## config.mk

```make
export PLATFORM = sky130hd
export DESIGN_NAME = ex_muldiv
export DESIGN_NICKNAME = d
export VERILOG_FILES = /design/src/rtl/ex_muldiv_pkg.sv /design/src/rtl/ex_muldiv_div_iter.sv /design/src/rtl/ex_muldiv.sv
export SDC_FILE = /design/constraint.sdc
export NUM_CORES = 2
export LEC_CHECK = 0
export CELL_PAD_IN_SITES_DETAIL_PLACEMENT = 1
export CELL_PAD_IN_SITES_GLOBAL_PLACEMENT = 1
export CORE_UTILIZATION = 55
export DETAILED_ROUTE_END_ITERATION = 6
export PLACE_DENSITY = 0.95
export SYNTH_ARGS = -nofsm -noshare
export SYNTH_HDL_FRONTEND = slang
export SYNTH_HIERARCHICAL = 1
export SYNTH_SLANG_ARGS = --single-unit
```

## constraint.sdc

```tcl
create_clock -name clk -period 15.76 [get_ports clk]
set_input_delay 1.576 -clock clk [delete_from_list [all_inputs] [get_ports clk]]
set_output_delay 1.576 -clock clk [all_outputs]
set_load 0.01 [all_outputs]
```

## src/rtl/ex_muldiv_pkg.sv

```systemverilog
// Shared definitions for the multiply/divide unit: RV32M funct3 codes and FSM state encoding.
package ex_muldiv_pkg;

  localparam logic [2:0] INST_MUL    = 3'b000;
  localparam logic [2:0] INST_MULH   = 3'b001;
  localparam logic [2:0] INST_MULHSU = 3'b010;
  localparam logic [2:0] INST_MULHU  = 3'b011;
  localparam logic [2:0] INST_DIV    = 3'b100;
  localparam logic [2:0] INST_DIVU   = 3'b101;
  localparam logic [2:0] INST_REM    = 3'b110;
  localparam logic [2:0] INST_REMU   = 3'b111;

  localparam logic [6:0] FUNCT7_MULDIV = 7'b0000001;

  typedef enum logic [2:0] {
    ST_IDLE,
    ST_MUL,
    ST_DIV_PREP,
    ST_DIV_ITER,
    ST_DIV_FIX,
    ST_DONE
  } state_t;

endpackage

```

## src/rtl/ex_muldiv_div_iter.sv

```systemverilog
// Radix-2 restoring divider datapath for unsigned magnitudes; one quotient bit per step.
module ex_muldiv_div_iter
  import ex_muldiv_pkg::*;
#(
  parameter int XLEN = 32
) (
  input  logic            clk,
  input  logic            rst,
  input  logic            load,
  input  logic            step,
  input  logic [XLEN-1:0] dividend,
  input  logic [XLEN-1:0] divisor,
  output logic [XLEN-1:0] quotient,
  output logic [XLEN-1:0] remainder,
  output logic            last
);
  localparam int CNT_W = $clog2(XLEN) + 1;

  logic [XLEN-1:0]  quot_reg;
  logic [XLEN-1:0]  rem_reg;
  logic [XLEN-1:0]  div_reg;
  logic [CNT_W-1:0] cnt_reg;
  logic [XLEN:0]    shifted;
  logic [XLEN:0]    diff;

  // The dividend is shifted out of quot_reg while quotient bits shift in behind it.
  assign shifted = {rem_reg, quot_reg[XLEN-1]};
  assign diff    = shifted - {1'b0, div_reg};

  always_ff @(posedge clk or posedge rst) begin
    if (rst) begin
      quot_reg <= '0;
      rem_reg  <= '0;
      div_reg  <= '0;
      cnt_reg  <= '0;
    end else if (load) begin
      quot_reg <= dividend;
      rem_reg  <= '0;
      div_reg  <= divisor;
      cnt_reg  <= '0;
    end else if (step) begin
      rem_reg  <= diff[XLEN] ? shifted[XLEN-1:0] : diff[XLEN-1:0];
      quot_reg <= {quot_reg[XLEN-2:0], ~diff[XLEN]};
      cnt_reg  <= cnt_reg + CNT_W'(1);
    end
  end

  assign quotient  = quot_reg;
  assign remainder = rem_reg;
  assign last      = (cnt_reg == CNT_W'(XLEN - 1));

endmodule

```

## src/rtl/ex_muldiv.sv

```systemverilog
// RV32M/RV64M multiply/divide execution unit: control FSM, pipelined multiplier,
// divide special cases and sign fix-up, and the register writeback port.
module ex_muldiv
  import ex_muldiv_pkg::*;
#(
  parameter int XLEN       = 32,
  parameter int MUL_STAGES = 1,
  parameter int RADDR_W    = 5
) (
  input  logic               clk,
  input  logic               rst,
  input  logic               start_i,
  input  logic [2:0]         funct3_i,
  input  logic [XLEN-1:0]    op1_i,
  input  logic [XLEN-1:0]    op2_i,
  input  logic [RADDR_W-1:0] rd_addr_i,
  input  logic               flush_i,
  output logic               busy_o,
  output logic               hold_o,
  output logic               done_o,
  output logic               regs_wen_o,
  output logic [RADDR_W-1:0] rd_addr_o,
  output logic [XLEN-1:0]    rd_data_o
);
  localparam logic [XLEN-1:0] MIN_NEG = {1'b1, {(XLEN-1){1'b0}}};

  state_t             state_reg;
  logic [2:0]         funct3_reg;
  logic [XLEN-1:0]    op1_reg;
  logic [XLEN-1:0]    op2_reg;
  logic [XLEN-1:0]    result_reg;
  logic [RADDR_W-1:0] rd_addr_reg;
  logic [1:0]         mul_cnt_reg;

  // Operand extension picked per op so a single 2*XLEN product serves all four multiplies.
  logic              op1_sext;
  logic              op2_sext;
  logic [2*XLEN-1:0] op1_ext;
  logic [2*XLEN-1:0] op2_ext;
  logic [2*XLEN-1:0] product;
  logic [XLEN-1:0]   mul_sel;
  logic [XLEN-1:0]   mul_out;

  assign op1_sext = op1_reg[XLEN-1] & (funct3_reg != INST_MULHU);
  assign op2_sext = op2_reg[XLEN-1] & ((funct3_reg == INST_MUL) | (funct3_reg == INST_MULH));
  assign op1_ext  = {{XLEN{op1_sext}}, op1_reg};
  assign op2_ext  = {{XLEN{op2_sext}}, op2_reg};
  assign product  = op1_ext * op2_ext;
  assign mul_sel  = (funct3_reg == INST_MUL) ? product[XLEN-1:0] : product[2*XLEN-1:XLEN];

  // Stage 0 is the raw product; result_reg supplies the final register stage.
  genvar gi;
  generate
    for (gi = 0; gi < MUL_STAGES; gi++) begin : g_mul_stage
      logic [XLEN-1:0] data;
      if (gi == 0) begin : g_head
        assign data = mul_sel;
      end else begin : g_reg
        always_ff @(posedge clk or posedge rst) begin
          if (rst) data <= '0;
          else     data <= g_mul_stage[gi-1].data;
        end
      end
    end
  endgenerate

  assign mul_out = g_mul_stage[MUL_STAGES-1].data;

  logic            div_signed;
  logic            op1_neg;
  logic            op2_neg;
  logic            div_by_zero;
  logic            div_ovf;
  logic [XLEN-1:0] op1_abs;
  logic [XLEN-1:0] op2_abs;
  logic [XLEN-1:0] quotient;
  logic [XLEN-1:0] remainder;
  logic [XLEN-1:0] q_fix;
  logic [XLEN-1:0] r_fix;
  logic            div_last;

  assign div_signed  = ~funct3_reg[0];
  assign op1_neg     = div_signed & op1_reg[XLEN-1];
  assign op2_neg     = div_signed & op2_reg[XLEN-1];
  assign op1_abs     = op1_neg ? -op1_reg : op1_reg;
  assign op2_abs     = op2_neg ? -op2_reg : op2_reg;
  assign div_by_zero = (op2_reg == '0);
  assign div_ovf     = div_signed & (op1_reg == MIN_NEG) & (&op2_reg);
  assign q_fix       = (op1_neg ^ op2_neg) ? -quotient : quotient;
  assign r_fix       = op1_neg ? -remainder : remainder;

  ex_muldiv_div_iter #(
    .XLEN (XLEN)
  ) u_div_iter (
    .clk       (clk),
    .rst       (rst),
    .load      (state_reg == ST_DIV_PREP),
    .step      (state_reg == ST_DIV_ITER),
    .dividend  (op1_abs),
    .divisor   (op2_abs),
    .quotient  (quotient),
    .remainder (remainder),
    .last      (div_last)
  );

  always_ff @(posedge clk or posedge rst) begin
    if (rst) begin
      state_reg   <= ST_IDLE;
      funct3_reg  <= '0;
      op1_reg     <= '0;
      op2_reg     <= '0;
      rd_addr_reg <= '0;
      result_reg  <= '0;
      mul_cnt_reg <= '0;
    end else if (flush_i) begin
      state_reg <= ST_IDLE;
    end else begin
      case (state_reg)
        ST_IDLE: begin
          if (start_i) begin
            funct3_reg  <= funct3_i;
            op1_reg     <= op1_i;
            op2_reg     <= op2_i;
            rd_addr_reg <= rd_addr_i;
            mul_cnt_reg <= 2'(MUL_STAGES - 1);
            state_reg   <= funct3_i[2] ? ST_DIV_PREP : ST_MUL;
          end
        end
        ST_MUL: begin
          if (mul_cnt_reg == 2'd0) begin
            result_reg <= mul_out;
            state_reg  <= ST_DONE;
          end else begin
            mul_cnt_reg <= mul_cnt_reg - 2'd1;
          end
        end
        ST_DIV_PREP: begin
          if (div_by_zero) begin
            result_reg <= funct3_reg[1] ? op1_reg : '1;
            state_reg  <= ST_DONE;
          end else if (div_ovf) begin
            result_reg <= funct3_reg[1] ? '0 : op1_reg;
            state_reg  <= ST_DONE;
          end else begin
            state_reg <= ST_DIV_ITER;
          end
        end
        ST_DIV_ITER: begin
          if (div_last) state_reg <= ST_DIV_FIX;
        end
        ST_DIV_FIX: begin
          result_reg <= funct3_reg[1] ? r_fix : q_fix;
          state_reg  <= ST_DONE;
        end
        ST_DONE: state_reg <= ST_IDLE;
        default: state_reg <= ST_IDLE;
      endcase
    end
  end

  // A flush arriving in the DONE cycle still has to cancel the writeback.
  assign busy_o     = (state_reg != ST_IDLE);
  assign done_o     = (state_reg == ST_DONE) & ~flush_i;
  assign regs_wen_o = done_o;
  assign rd_addr_o  = rd_addr_reg;
  assign rd_data_o  = done_o ? result_reg : '0;
  assign hold_o     = (start_i & ~busy_o) | (busy_o & ~done_o);

endmodule
```

== Yosys cells after proc, flatten, opt, wreduce, memory -nomap -nowiden ==
Index checks and enable logic that the tools add are counted.
Cells by class
  eq/ne operators: 16
  shift-type cells: 0
  bitwise operators: 17
  order comparisons: 0
  div/mod/pow operators: 0
  muxes and demuxes: 31
  reduce and logical (&&, ||, !) cells: 13
  add/sub/neg operators: 7
  multipliers: 1
Operators by type and width (count)
  $mux W32: 17
  $neg A32 Y32: 4
  $pmux W32 S3: 1
  $mul A33 B33 Y64: 1
  $sub A33 B32 Y33: 1
  $eq A32 B32 Y1 const B: 1
  $logic_not A32 Y1: 1
  $reduce_and A32 Y1: 1
  $mux W3: 6
  $pmux W3 S5: 1
  $mux W6: 2
  $ne A3 B3 Y1 const B: 4
  $and A1 B1 Y1: 9
  $reduce_and A4 Y1: 2
  $add A6 B1 Y6 const B: 1
  $eq A3 B1 Y1 const B: 2
  $eq A3 B2 Y1 const B: 2
  $eq A3 B3 Y1 const B: 2
  $eq A6 B5 Y1 const B: 1
  $logic_not A3 Y1: 2
  $mux W2: 3
  $ne A2 B2 Y1 const B: 3
  $reduce_and A3 Y1: 2
  $reduce_bool A3 Y1: 2
  8 further kinds: 14
Word-level totals
  memory bits (writable): 0
  bits in latches: 0
  memory bits (read-only): 0
  output and inout bits: 41
  logic and storage cells: 96
  memories: 0
  register bits: 211

== Longest topological paths before layout ==
  depth after elaboration: 7
  mapped depth: 32

== Modules after synthesis ==
Netlist, hierarchy kept.
Modules (own cells, without submodules)
  ex_muldiv: cells an instance 5319, area an instance 46482.1 sq um, seq. area each 2727.6 sq um, times used 1
  ex_muldiv_div_iter: cells an instance 728, area an instance 6515.0 sq um, seq. area each 2552.4 sq um, times used 1

== Worst setup path before layout ==
Ideal clock, no wire load.
  kind: reg-to-reg
  from: reg funct3_reg[1]
  to: reg result_reg[30]
  stages on the path, launching flop included: 32
  setup slack: 7.077 ns
  arrival: 8.579 ns
  required time: 15.656 ns
  clock period less this slack: 8.683 ns
  cell sequence: dfrtp_1 clkbuf_1 clkbuf_1 a21oi_1 clkbuf_1 nand2_1 inv_1 fa_1 inv_1 fa_1 inv_1 fa_1 inv_1 fa_1 inv_1 fa_1 fa_1 fa_1 inv_1 fa_1 inv_1 ha_1 a21oi_1 o21bai_1 a21o_1 a21o_1 a221o_1 a211oi_1 o31ai_1 a31oi_1 xor2_1 a221oi_1
Between the ends
  word-level cells in the longest chain between the ends: 7
  elaborated cells between the ends (all ways): 15
Ends and longest elaborated chain
  start, declared: RTL line ex_muldiv.sv:28  | logic [2:0] funct3_reg;
  start signal, assigned: RTL line ex_muldiv.sv:121  | funct3_reg <= funct3_i;
  $eq A3 B1 Y1 / $logic_not A3 Y1 (equally long branches): RTL line ex_muldiv.sv:45, ex_muldiv.sv:49
  $or A1 B1 Y1: RTL line ex_muldiv.sv:45  | assign op2_sext = op2_reg[XLEN-1] & ((funct3_reg == INST_MUL) | (funct3_reg == INST_MULH));
  $and A1 B1 Y1: RTL line ex_muldiv.sv:45
  $mul A33 B33 Y64: RTL line ex_muldiv.sv:48  | assign product = op1_ext * op2_ext;
  $mux W32: RTL line ex_muldiv.sv:49  | assign mul_sel = (funct3_reg == INST_MUL) ? product[XLEN-1:0] : product[2*XLEN-1:XLEN];
  $mux W32: RTL line ex_muldiv.sv:130  | if (mul_cnt_reg == 2'd0) begin
  $pmux W32 S3 (*): RTL line ex_muldiv.sv:118  | case (state_reg)
  end signal, assigned: RTL line ex_muldiv.sv:131  | result_reg <= mul_out;
  end signal, assigned: RTL line ex_muldiv.sv:139  | result_reg <= funct3_reg[1] ? op1_reg : '1;
  end signal, assigned: RTL line ex_muldiv.sv:142  | result_reg <= funct3_reg[1] ? '0 : op1_reg;
  end, declared: RTL line ex_muldiv.sv:31  | logic [XLEN-1:0] result_reg;
Mark *: on every way between the ends. The rest lies on a longest branch, timed or not. The select of a mux whose other input is x is not followed.
A chain may end at the register's enable or synchronous reset.

== Worst setup path in the final report ==
  from: reg op1_reg[26]
  to: reg result_reg[17]
Between the ends
  word-level cells in the longest chain between the ends: 5
  elaborated cells between the ends (all ways): 9
Ends and longest elaborated chain
  start, declared: RTL line ex_muldiv.sv:29  | logic [XLEN-1:0] op1_reg;
  start signal, assigned: RTL line ex_muldiv.sv:122  | op1_reg <= op1_i;
  branches (longest 5 deep; another with $mul A33 B33 Y64)
Several ways; the timed one is not identified. The select of a mux whose other input is x is not followed.

==> results.rst <==
.. list-table::
   :header-rows: 1

   * - Metric
     - Value
   * - RSZ-0062 raised after global routing
     - no
   * - Maximum clock rate
     - 84.07 MHz
   * - Drt initial violations
     - about 8,300
   * - Number of sinks driven by the clock tree
     - approximately 210
   * - Antenna-violating nets left
     - 0
   * - Final routed wire length divided by cell count
     - ~36 um
   * - Worst Setup End Kind
     - flop
   * - Wire length of the first global-routing pass
     - roughly 390,000 um
   * - Fraction of registers with async set or reset after synthesis
     - 100.0%
   * - Slew Limit Headroom
     - 13.49%
   * - Max-capacitance violation count
     - 0
   * - Highest-count cells in the layout ignoring fill and taps
     - sky130_fd_sc_hd__inv_1, sky130_fd_sc_hd__fa_1, sky130_fd_sc_hd__nand2_1
   * - Measured slew at the worst slew-check pin
     - approximately 1.3 ns
   * - Clock-pin slew on the worst setup and hold paths
     - 0.06 ns
   * - Height of the chip
     - between 300 and 400 um
   * - Nets@finish
     - ~7,400
   * - Final weighted congestion in routability-driven placement
     - 1.012
   * - HPWL after detailed placement
     - 170,800 um
   * - Number of input and output port buffers inserted
     - approximately 120
   * - Setup-failing EPs final
     - 0
   * - Global Route Usage Sum
     - between 50% and 60%
   * - Largest fanout on the critical path
     - 32
   * - Clock tree buffer depth
     - 3
   * - Failing checks
     - DRC
   * - Mean instance size in the synthesized netlist
     - roughly 8.8 um^2
   * - Crit path max-delay cell type
     - sky130_fd_sc_hd__fa_1
   * - Placeable core region
     - between 90,000 and 100,000 um^2
   * - Die Wd
     - roughly 310 um
   * - Category of the critical setup timing path
     - reg -> reg
   * - Crit path top cell by count
     - sky130_fd_sc_hd__fa_1
   * - Dominant cell type by area after synthesis
     - sky130_fd_sc_hd__fa_1
   * - Portion of the post-synthesis area used by sequential elements
     - ~10%
   * - Worst min path class
     - reg -> reg
   * - Area of the mapped netlist
     - 53,000 um^2
   * - Global-route congestion overflow total
     - 0
   * - Final critical delay including setup and external delays
     - between 10 and 15 ns
   * - Mux share of post-synthesis cell area
     - 2.311%
   * - Register area
     - around 5300 um^2
   * - Worst-Skew Late Latency
     - between 0.6 and 0.7 ns
   * - Delay of the slowest cell on the worst path
     - 1.02 ns
   * - Yosys warnings
     - 6
   * - Cell chosen for the clock root
     - sky130_fd_sc_hd__clkbuf_16
   * - CP top delay family
     - adder cells
   * - Utilization after layout
     - about three fifths
   * - Final count of pins violating max slew
     - 0
   * - Critical path destination
     - result_reg[17]$_DFFE_PP0P_
   * - Share of layout cells above drive strength 1
     - between 4 and 5%
   * - Worst Reg2Reg Path Length in Cells
     - 24
   * - Via count of the first global-routing pass
     - roughly 58,000
   * - RR Endpoint
     - result_reg[17]$_DFFE_PP0P_
   * - TritonCTS clock tree
     - built
   * - Area share of fa/ha/maj cells after synthesis
     - 48.57%
   * - Hold Buf Count CTS
     - 0
   * - Series of cell instances along the critical path
     - buf_4 > nand2_1 > fa_1 > fa_1 > inv_1 > fa_1 > fa_1 > fa_1 > fa_1 > inv_1 > fa_1 > fa_1 > inv_1 > ha_1 > a21oi_1 > o21ai_0 > a21o_1 > a2111o_1 > o21ai_0 > o21ai_0 > a31oi_1 > xnor2_1 > a221oi_1 > a21oi_1
   * - Number of antenna violations at the first check in global routing
     - 42
   * - Crit path DAT
     - 12.41 ns
   * - Post-synthesis share of cell area spent on and, or, nand and nor gates
     - 15.44%
   * - Critical path buffer and inverter count
     - 4
   * - Prevailing post-synth register cell
     - sky130_fd_sc_hd__dfrtp_1
   * - Cells taking the most area after synthesis
     - sky130_fd_sc_hd__fa_1, sky130_fd_sc_hd__dfrtp_1, sky130_fd_sc_hd__inv_1, sky130_fd_sc_hd__nand2_1, sky130_fd_sc_hd__ha_1
   * - Total iterations of the first detailed-routing run
     - 7
   * - Via density per instance
     - ~7
   * - # Post-CTS Setup Buffers
     - 0
   * - Synth unique cells
     - 90
   * - Total I/O pin count
     - between 100 and 150
   * - Number of CTS-inserted buffers
     - 29
   * - Deepest level of the CTS H-tree
     - 1
   * - Reg2Reg Launch Point
     - op1_reg[26]$_DFFE_PP0P_
   * - Commonest non-fill, non-tap cell in the layout
     - sky130_fd_sc_hd__inv_1
   * - Combinational family with the most area after synthesis
     - adder cells
   * - Share of the cycle needed by the critical path after routing
     - approximately 75%
   * - Fill cell count
     - roughly 11,000
   * - Clock Skews
     - about 0.06 ns
   * - Synth Area in Compound Gates
     - 8.254%
   * - Critical path depth in cells
     - 24
   * - Post_cts resized
     - 0
   * - Number of storage elements in the synthesis netlist
     - 211
   * - Total Routed Length
     - 261,000 um
   * - Footprint of the multi-input gates
     - a little over 40,000 um^2
   * - Xor-xnor portion of the synthesized cell area
     - 3.735%
   * - Die Area
     - around 98,000 um^2
   * - Hold violation total from the final report
     - 0
   * - Data required time at the worst endpoint
     - 16.27 ns
   * - Num rows
     - about 110
   * - Layout Area Growth over Synthesis
     - 5.898%
   * - Setup crit start kind
     - flop
   * - Drc violations
     - between 500 and 600
   * - Maximum number of pins on one net before global-route repair
     - a little under 100
   * - Launching element of the worst setup path
     - op1_reg[26]$_DFFE_PP0P_
   * - Count of mapped cells out of synthesis
     - 6,047
   * - Net count after synthesis
     - around 7,500
   * - Fraction of post-synthesis cell area in the top cell type by area
     - between 40% and 50%
   * - Result of the run
     - finished with violations
   * - Initial core utilization
     - between 50% and 60%
   * - Number of enable flip-flop cells after synthesis
     - 0
   * - Minimum setup slack among reg-to-reg paths
     - 3.87 ns
   * - Total negative slack
     - 0 ns
   * - Total vias in the final route
     - 50,840
==> routing by layer <==
metal  track usage [%]  up-vias  wire [um]
li1                  -    17980          -
met2             77.70     5455     110300
met5             14.51        -       1370
met1             55.71    24740      75990
met4             52.77       52      32410
met3             34.07     2607      40950
==> final cells by class <==
class | instances | share of cell area (%)
tap | 1265 | 2.820
sequential | 211 | 9.413
clock inverter | 19 | 0.5217
antenna | 40 | 0.1784
clock buffer | 34 | 1.380
timing repair buffer | 201 | 3.206
inverter | 1263 | 8.461
multi-input combinational | 4193 | 74.02
==> worst min-delay path by stage <==
stage / start / end / slack, ns / cells after the start
2_1_floorplan: mul_cnt_reg[0]$_DFFE_PP0P_ / mul_cnt_reg[0]$_DFFE_PP0P_ / 0.46 / 1
3_3_place_gp: mul_cnt_reg[0]$_DFFE_PP0P_ / mul_cnt_reg[0]$_DFFE_PP0P_ / 0.48 / 1
3_5_place_dp: rd_addr_o[4]$_DFFE_PP0P_ / rd_addr_o[4]$_DFFE_PP0P_ / 0.49 / 1
4_1_cts: op2_reg[11]$_DFFE_PP0P_ / op2_reg[11]$_DFFE_PP0P_ / 0.51 / 1
5_1_grt: op2_reg[11]$_DFFE_PP0P_ / op2_reg[11]$_DFFE_PP0P_ / 0.53 / 1
6_report: op2_reg[11]$_DFFE_PP0P_ / op2_reg[11]$_DFFE_PP0P_ / 0.52 / 1
==> worst register-to-register path, cell delays in order, from the launching register on <==
cell,delay (ns)
sky130_fd_sc_hd__dfrtp_1,0.83
sky130_fd_sc_hd__buf_4,0.64
sky130_fd_sc_hd__nand2_1,0.68
sky130_fd_sc_hd__fa_1,0.64
sky130_fd_sc_hd__fa_1,0.52
sky130_fd_sc_hd__inv_1,0.08
sky130_fd_sc_hd__fa_1,0.70
sky130_fd_sc_hd__fa_1,0.54
sky130_fd_sc_hd__fa_1,0.75
sky130_fd_sc_hd__fa_1,0.71
sky130_fd_sc_hd__inv_1,0.10
sky130_fd_sc_hd__fa_1,0.59
sky130_fd_sc_hd__fa_1,1.02
sky130_fd_sc_hd__inv_1,0.22
sky130_fd_sc_hd__ha_1,0.38
sky130_fd_sc_hd__a21oi_1,0.22
sky130_fd_sc_hd__o21ai_0,0.12
sky130_fd_sc_hd__a21o_1,0.24
sky130_fd_sc_hd__a2111o_1,0.38
sky130_fd_sc_hd__o21ai_0,0.99
sky130_fd_sc_hd__o21ai_0,0.41
sky130_fd_sc_hd__a31oi_1,0.32
sky130_fd_sc_hd__xnor2_1,0.21
sky130_fd_sc_hd__a221oi_1,0.34
sky130_fd_sc_hd__a21oi_1,0.11
==> through the flow <==
step / worst slack, ns / hold WS (ns) / std cells / instance area [um^2]
finish: 3.866 / 0.5240 / 7226 / 56120
global route: 4.048 / 0.5313 / 7206 / 56070
CTS: 5.482 / 0.5094 / 7186 / 56020
detailed placement: 5.684 / 0.4940 / 7133 / 54950
global placement: 6.229 / 0.4797 / 7133 / 54950
floorplan: 7.077 / 0.4586 / 6047 / 53000
==> cell usage after synthesis (10+ instances only) <==
master and number:
sky130_fd_sc_hd__a211oi_1 15, sky130_fd_sc_hd__a21o_1 42, sky130_fd_sc_hd__a21oi_1 175, sky130_fd_sc_hd__a221oi_1 12, sky130_fd_sc_hd__a311oi_2 23, sky130_fd_sc_hd__a31oi_1 22, sky130_fd_sc_hd__and2_1 308, sky130_fd_sc_hd__and3_1 11
sky130_fd_sc_hd__buf_1 78, sky130_fd_sc_hd__buf_2 10, sky130_fd_sc_hd__clkbuf_1 286, sky130_fd_sc_hd__dfrtp_1 211, sky130_fd_sc_hd__fa_1 1126, sky130_fd_sc_hd__ha_1 251, sky130_fd_sc_hd__inv_1 1262, sky130_fd_sc_hd__mux2_2 75
sky130_fd_sc_hd__mux2i_1 38, sky130_fd_sc_hd__nand2_1 1052, sky130_fd_sc_hd__nand2b_1 19, sky130_fd_sc_hd__nand3_1 40, sky130_fd_sc_hd__nand4_1 28, sky130_fd_sc_hd__nor2_1 212, sky130_fd_sc_hd__nor2b_1 14, sky130_fd_sc_hd__nor3_1 39
sky130_fd_sc_hd__nor4_1 15, sky130_fd_sc_hd__o211ai_1 16, sky130_fd_sc_hd__o21ai_0 188, sky130_fd_sc_hd__o22ai_1 14, sky130_fd_sc_hd__o31ai_1 40, sky130_fd_sc_hd__o41ai_1 12, sky130_fd_sc_hd__or2_2 10, sky130_fd_sc_hd__or3_1 19
sky130_fd_sc_hd__or4_1 15, sky130_fd_sc_hd__xnor2_1 132, sky130_fd_sc_hd__xor2_1 89
==> kinds of logic after synthesis <==
logic type | count (synthesis)
AOI/OAI and AO/OA | 662
DFF | 211
adders and majority gates | 1383
and+or+nand+nor | 1812
muxes | 113
buffers and inverters | 1643
xor gates and xnor gates | 223
Power is not shown: default switching activity piles up to over one toggle a cycle in this logic, so the estimate is an artifact.
